## config.mk

```make
export PLATFORM = sky130hd
export DESIGN_NAME = rvx_uart_tx_fifo_flat
export DESIGN_NICKNAME = d
export VERILOG_FILES = /design/src/rtl/rvx_uart_tx_fifo_if.sv /design/src/rtl/rvx_uart_tx_fifo.sv /design/src/flat_wrapper.sv
export SDC_FILE = /design/constraint.sdc
export NUM_CORES = 1
export LEC_CHECK = 0
export BUFFER_PORTS_ARGS = -buffer_cell sky130_fd_sc_hd__clkbuf_2
export CAP_MARGIN = 20
export CORE_MARGIN = 3
export CORE_UTILIZATION = 61
export DETAILED_ROUTE_END_ITERATION = 8
export PLACE_DENSITY_LB_ADDON = 0.3
export SLEW_MARGIN = 10
export SYNTH_ARGS = -nofsm -noshare
export SYNTH_HDL_FRONTEND = slang
export SYNTH_SLANG_ARGS = --single-unit
```

## constraint.sdc

```tcl
create_clock -name clock -period 4.3 [get_ports clock]
set_clock_uncertainty 0.1 [all_clocks]
set_input_delay 0 -clock clock [delete_from_list [all_inputs] [get_ports clock]]
set_output_delay 0 -clock clock [all_outputs]
set_load 0.02 [all_outputs]
```

## src/rtl/rvx_uart_tx_fifo_if.sv

```systemverilog
// IO-bus port bundle shared by the CPU-facing and UART-facing sides of the transmit buffer.
// The master issues address and strobes; the slave returns data and single-cycle acks.
interface rvx_uart_tx_fifo_if;
   logic [4:0]  rw_address;
   logic [31:0] read_data;
   logic        read_request;
   logic        read_response;
   logic [7:0]  write_data;
   logic        write_request;
   logic        write_response;

   modport master (
      output rw_address,
      output read_request,
      output write_data,
      output write_request,
      input  read_data,
      input  read_response,
      input  write_response
   );

   modport slave (
      input  rw_address,
      input  read_request,
      input  write_data,
      input  write_request,
      output read_data,
      output read_response,
      output write_response
   );
endinterface

```

## src/rtl/rvx_uart_tx_fifo.sv

```systemverilog
// Transmit buffer in front of rvx_uart: CPU pushes bytes into a FIFO, and a drain FSM
// polls the UART READY register and writes each byte to WDATA without CPU involvement.
module rvx_uart_tx_fifo #(
   parameter int FIFO_DEPTH = 16,
   parameter int PTR_WIDTH  = 4
) (
   input  logic               clock,
   input  logic               reset_n,
   rvx_uart_tx_fifo_if.slave  cpu,
   rvx_uart_tx_fifo_if.master uart
);
   localparam logic [4:0] ADDR_TXDATA     = 5'h00;
   localparam logic [4:0] ADDR_STATUS     = 5'h04;
   localparam logic [4:0] ADDR_UART_WDATA = 5'h00;
   localparam logic [4:0] ADDR_UART_READY = 5'h08;
   localparam logic [PTR_WIDTH:0] LEVEL_FULL = (PTR_WIDTH + 1)'(FIFO_DEPTH);

   typedef enum logic [2:0] {
      IDLE,
      POLL,
      POLL_WAIT,
      WRITE,
      WRITE_WAIT
   } state_t;

   state_t                 state_reg, state_next;
   logic [7:0]             mem [FIFO_DEPTH];
   logic [7:0]             head_reg;
   logic [PTR_WIDTH-1:0]   wr_ptr_reg, rd_ptr_reg;
   logic [PTR_WIDTH:0]     level_reg, level_next;
   logic                   overflow_reg, overflow_next;
   logic [31:0]            read_data_reg, read_data_next, status_word;
   logic                   read_response_reg, write_response_reg;
   logic                   full, empty, push_req, push, pop, status_read;
   logic                   ready_bits_unused;

   assign full        = (level_reg == LEVEL_FULL);
   assign empty       = (level_reg == '0);
   assign push_req    = cpu.write_request && (cpu.rw_address == ADDR_TXDATA);
   // A pop on the same edge never makes room for a push into a full FIFO.
   assign push        = push_req && !full;
   assign pop         = (state_reg == WRITE);
   assign status_read = cpu.read_request && (cpu.rw_address == ADDR_STATUS);

   assign ready_bits_unused = ^uart.read_data[31:1];

   always_comb begin
      status_word                    = '0;
      status_word[5 +: PTR_WIDTH+1]  = level_reg;
      status_word[2]                 = overflow_reg;
      status_word[1]                 = full;
      status_word[0]                 = empty;
   end

   always_comb begin
      level_next = level_reg;
      case ({push, pop})
         2'b10:   level_next = level_reg + 1'b1;
         2'b01:   level_next = level_reg - 1'b1;
         default: level_next = level_reg;
      endcase
   end

   // A dropped push in the same cycle as a STATUS read leaves overflow set.
   always_comb begin
      overflow_next = overflow_reg;
      if (status_read) begin
         overflow_next = 1'b0;
      end
      if (push_req && full) begin
         overflow_next = 1'b1;
      end
   end

   always_comb begin
      read_data_next = '0;
      if (status_read) begin
         read_data_next = status_word;
      end
   end

   // Storage array with registered head read; rd_ptr is stable from POLL through WRITE.
   always_ff @(posedge clock) begin
      if (push) begin
         mem[wr_ptr_reg] <= cpu.write_data;
      end
      head_reg <= mem[rd_ptr_reg];
   end

   always_ff @(posedge clock or negedge reset_n) begin
      if (!reset_n) begin
         wr_ptr_reg         <= '0;
         rd_ptr_reg         <= '0;
         level_reg          <= '0;
         overflow_reg       <= 1'b0;
         read_data_reg      <= '0;
         read_response_reg  <= 1'b0;
         write_response_reg <= 1'b0;
      end else begin
         if (push) begin
            wr_ptr_reg <= wr_ptr_reg + 1'b1;
         end
         if (pop) begin
            rd_ptr_reg <= rd_ptr_reg + 1'b1;
         end
         level_reg          <= level_next;
         overflow_reg       <= overflow_next;
         read_data_reg      <= read_data_next;
         read_response_reg  <= cpu.read_request;
         write_response_reg <= cpu.write_request;
      end
   end

   assign cpu.read_data      = read_data_reg;
   assign cpu.read_response  = read_response_reg;
   assign cpu.write_response = write_response_reg;

   always_ff @(posedge clock or negedge reset_n) begin
      if (!reset_n) begin
         state_reg <= IDLE;
      end else begin
         state_reg <= state_next;
      end
   end

   // Moore outputs: exactly one UART strobe is ever outstanding.
   always_comb begin
      state_next         = state_reg;
      uart.rw_address    = '0;
      uart.read_request  = 1'b0;
      uart.write_request = 1'b0;
      uart.write_data    = '0;
      case (state_reg)
         IDLE: begin
            if (!empty) begin
               state_next = POLL;
            end
         end
         POLL: begin
            uart.rw_address   = ADDR_UART_READY;
            uart.read_request = 1'b1;
            state_next        = POLL_WAIT;
         end
         POLL_WAIT: begin
            uart.rw_address = ADDR_UART_READY;
            if (uart.read_response) begin
               state_next = uart.read_data[0] ? WRITE : POLL;
            end
         end
         WRITE: begin
            uart.rw_address    = ADDR_UART_WDATA;
            uart.write_data    = head_reg;
            uart.write_request = 1'b1;
            state_next         = WRITE_WAIT;
         end
         WRITE_WAIT: begin
            uart.rw_address = ADDR_UART_WDATA;
            if (uart.write_response) begin
               state_next = IDLE;
            end
         end
         default: begin
            state_next = IDLE;
         end
      endcase
   end
endmodule

```

## src/flat_wrapper.sv

```systemverilog
// flat-port wrapper written by rule: the top's interface ports become plain ports
module rvx_uart_tx_fifo_flat 
#(
   parameter int FIFO_DEPTH = 16,
   parameter int PTR_WIDTH  = 4
)
  (clock, reset_n, cpu_rw_address, cpu_read_request, cpu_write_data, cpu_write_request, cpu_read_data, cpu_read_response, cpu_write_response, uart_rw_address, uart_read_request, uart_write_data, uart_write_request, uart_read_data, uart_read_response, uart_write_response);
  rvx_uart_tx_fifo_if cpu_i ();
  rvx_uart_tx_fifo_if uart_i ();
  input  logic clock;
  input  logic reset_n;
  input wire logic [$bits(cpu_i.rw_address)-1:0] cpu_rw_address;
  input wire logic [$bits(cpu_i.read_request)-1:0] cpu_read_request;
  input wire logic [$bits(cpu_i.write_data)-1:0] cpu_write_data;
  input wire logic [$bits(cpu_i.write_request)-1:0] cpu_write_request;
  output wire logic [$bits(cpu_i.read_data)-1:0] cpu_read_data;
  output wire logic [$bits(cpu_i.read_response)-1:0] cpu_read_response;
  output wire logic [$bits(cpu_i.write_response)-1:0] cpu_write_response;
  output wire logic [$bits(uart_i.rw_address)-1:0] uart_rw_address;
  output wire logic [$bits(uart_i.read_request)-1:0] uart_read_request;
  output wire logic [$bits(uart_i.write_data)-1:0] uart_write_data;
  output wire logic [$bits(uart_i.write_request)-1:0] uart_write_request;
  input wire logic [$bits(uart_i.read_data)-1:0] uart_read_data;
  input wire logic [$bits(uart_i.read_response)-1:0] uart_read_response;
  input wire logic [$bits(uart_i.write_response)-1:0] uart_write_response;
  assign cpu_i.rw_address = cpu_rw_address;
  assign cpu_i.read_request = cpu_read_request;
  assign cpu_i.write_data = cpu_write_data;
  assign cpu_i.write_request = cpu_write_request;
  assign cpu_read_data = cpu_i.read_data;
  assign cpu_read_response = cpu_i.read_response;
  assign cpu_write_response = cpu_i.write_response;
  assign uart_rw_address = uart_i.rw_address;
  assign uart_read_request = uart_i.read_request;
  assign uart_write_data = uart_i.write_data;
  assign uart_write_request = uart_i.write_request;
  assign uart_i.read_data = uart_read_data;
  assign uart_i.read_response = uart_read_response;
  assign uart_i.write_response = uart_write_response;
  rvx_uart_tx_fifo #(.FIFO_DEPTH(FIFO_DEPTH), .PTR_WIDTH(PTR_WIDTH)) u_core (.clock(clock), .reset_n(reset_n), .cpu(cpu_i), .uart(uart_i));
endmodule
```

==> results.json <==
{
  "status": "completed",
  "yosysSeqAreaShare_pct": 69.4,
  "clockBufferDepth": 2,
  "r2r_start": "u_core.level_reg[2]",
  "pre_cts_slack_ps": 1520,
  "hp-class": "input port to flop",
  "ant_nets": 0,
  "postCtsSetupBuffers": 0,
  "antenna_found_initial": 0,
  "fin_setup_tns_ps": 0,
  "worst-setup-path-type": "input port to flop",
  "hold_viol": 0,
  "syn-cell-area_mm2": 0.00675,
  "via_per_inst": 5.71,
  "wl_per_cell_um": 20.0,
  "grt_overflow": 0,
  "die_h_um": 111,
  "syn_inst": 420,
  "r2r_slack_ps": 1470,
  "port_buffers": 40,
  "synth_cell_types": 44,
  "dr_total_vias": 3613,
  "postLayoutCellArea_mm2": 0.00778,
  "ir_drop_mv": 0.324,
  "critPathRequiredTime_ps": 4650,
  "fmaxAchievable_mhz": 309,
  "period_share_pct": 75.3,
  "p_total_mw": 4.69,
  "synthToLayoutAreaGrowth_pct": 15.3,
  "num_rows": 37,
  "p_per_area_mw_per_mm2": 603,
  "crit_path_end": "u_core.level_reg[4]",
  "placed_cell_area_mm2": 0.00693,
  "numClockSinks": 163,
  "core_area_mm2": 0.0106,
  "drv_cap": 0,
  "grtUsageTotal_pct": 22.1,
  "reg2regPathDepth": 9,
  "maxSlewViolCount": 0,
  "drt_drc_violations_left": 0,
  "gp_congestion": 0.834,
  "cts_tree": "yes",
  "finalCriticalPeriod_ps": 3240,
  "crit_start": "cpu_rw_address[1]",
  "routed_wl_um": 12700,
  "synth_flop_cell": "edfxtp_1",
  "h-tree-depth": 4,
  "finalSetupViolations": 0,
  "syn_area_per_cell_um2": 16.1,
  "synth_edf_count": 128,
  "dieArea_mm2": 0.0124,
  "async_reset_ff_share_pct": 16.6,
  "r2r-end": "u_core.level_reg[4]",
  "grt_pass1_vias": 3757,
  "io_pins": 100,
  "dr.pass1.iters": 5,
  "fin_ws_ps": 1060,
  "worstMarginPinSlew_ps": 926,
  "end_kind": "flop",
  "insertion_delay_ps": 520,
  "ys_warn_count": 0,
  "fin_nets": 544,
  "cts-root-buf": "clkbuf_8",
  "final_layout_size_suffix_gt1_share_pct": 19.3,
  "ys_seq_elements": 163,
  "clkTransAtPathRegs_ps": 60,
  "drt_iter0_drc": 292,
  "largest_register_ffs": 128,
  "n_antenna_cell": 0,
  "die-width_um": 111,
  "slew_headroom_pct": 38.0,
  "critPathLaunchType": "input port",
  "arrival_ps": 3590,
  "grt_start_max_net_pins": 34,
  "power.leakage_nw": 2.92,
  "start_util_pct": 63.9,
  "grt_setup_unrepaired": "false",
  "grt_first_pass_wirelength_um": 20300,
  "numCtsBuffers": 17,
  "crit_fanout": 8,
  "finish.utilization_pct": 73.7,
  "place_hpwl_um": 7630
}
-- cell families (layout without fill, tap and decap cells) --
group,count (synthesis),in the layout,share of synthesized area (%)
compound gates,39,39,3.91
xor+xnor,12,12,1.56
fa+ha+maj,9,9,1.67
buf+inv,55,105,4.93
flops,163,163,69.4
mux,58,58,11.6
other cells,1,28,0.0556
simple gates,83,83,6.90
-- stage by stage --
step / hold slack (ps) / instances
3_5_place_dp: -39.0 / 577
2_1_floorplan: -396 / 447
4_1_cts: 39.6 / 633
3_3_place_gp: -42.2 / 577
5_1_grt: 77.4 / 633
6_report: 91.2 / 633
-- per-layer routing --
layer | up-vias | wire (um) | GRT usage (%)
li1 | 1654 | - | -
met1 | 1814 | 4940 | 26.9
met2 | 121 | 6780 | 37.6
met3 | 24 | 697 | 6.06
met4 | 0 | 271 | 8.43
met5 | - | 0 | 0
-- power breakdown --
part / total [mW] / internal (mW) / leakage, nW / switching, mW
clock network: 1.52 / 0.939 / 0.294 / 0.577
logic: 1.12 / 0.535 / 1.07 / 0.584
registers: 2.06 / 1.82 / 1.55 / 0.237
-- layout by cell type, fill, tap and decap left out, types with 15 or more instances in the layout --
cell,n
dfrtp_1,26
and2_1,15
mux2i_1,40
conb_1,28
mux4_2,16
dlygate4sd3_1,23
nor2_1,19
clkbuf_2,40
a22oi_1,16
edfxtp_1,128
clkbuf_16,16
-- Yosys cell counts (2+ instances only) --
cell type	instances	area [um^2]
nor3b_1	2	15.0
dfxtp_1	8	160
a21oi_1	4	20.0
and2_1	15	93.8
a22oi_1	16	120
mux2_2	2	22.5
xor2_1	4	35.0
clkbuf_1	6	22.5
buf_1	6	22.5
nand2_1	13	48.8
mux2i_1	40	400
and3_1	3	18.8
edfxtp_1	128	3840
nand4b_1	2	17.5
inv_1	7	26.3
xnor2_1	8	70.1
dfrtp_1	27	676
nand2b_1	8	50.1
nor2_1	19	71.3
nand3_1	10	50.1
nor2b_1	2	12.5
o21ai_0	12	60.1
ha_1	9	113
buf_4	30	225
buf_2	5	25.0
mux4_2	16	360
-- critical path, cell delays in order --
cell	delay [ps]
dlygate4sd3_1	530
clkbuf_2	110
or4_4	530
dlygate4sd3_1	600
a211oi_2	420
inv_1	130
ha_1	310
ha_1	360
nor3b_1	210
a21oi_1	60
a31oi_1	200
xnor2_1	130
-- worst min-delay path by stage --
stage,cells after the start,to,slack (ps),from
after detailed placement,1,u_core.level_reg[0],-40,reset_n
after floorplan,0,u_core.cpu.read_data[0],-400,reset_n
after global placement,1,u_core.level_reg[3],-40,reset_n
after global routing,2,u_core.cpu.write_response,80,cpu_write_request
final,2,u_core.cpu.read_response,90,cpu_read_request
after CTS,2,u_core.cpu.read_response,40,cpu_read_request
-- cell type report --
| class | count | area, um^2 |
|---|---|---|
| clock buffers | 18 | 418 |
| multi-input cells | 229 | 1840 |
| repair buffers | 66 | 465 |
| inverters | 7 | 26.3 |
| clock inverters | 14 | 185 |
| flip-flops and latches | 163 | 4680 |
| well taps | 136 | 170 |
| fillers | 627 | 2770 |
-- what timing repair did --
item,CTS,global route
resized for setup,0,0
endpoints found under the hold margin,172,0
hold buffers,24,0
Power figures use the tool's default switching activity.
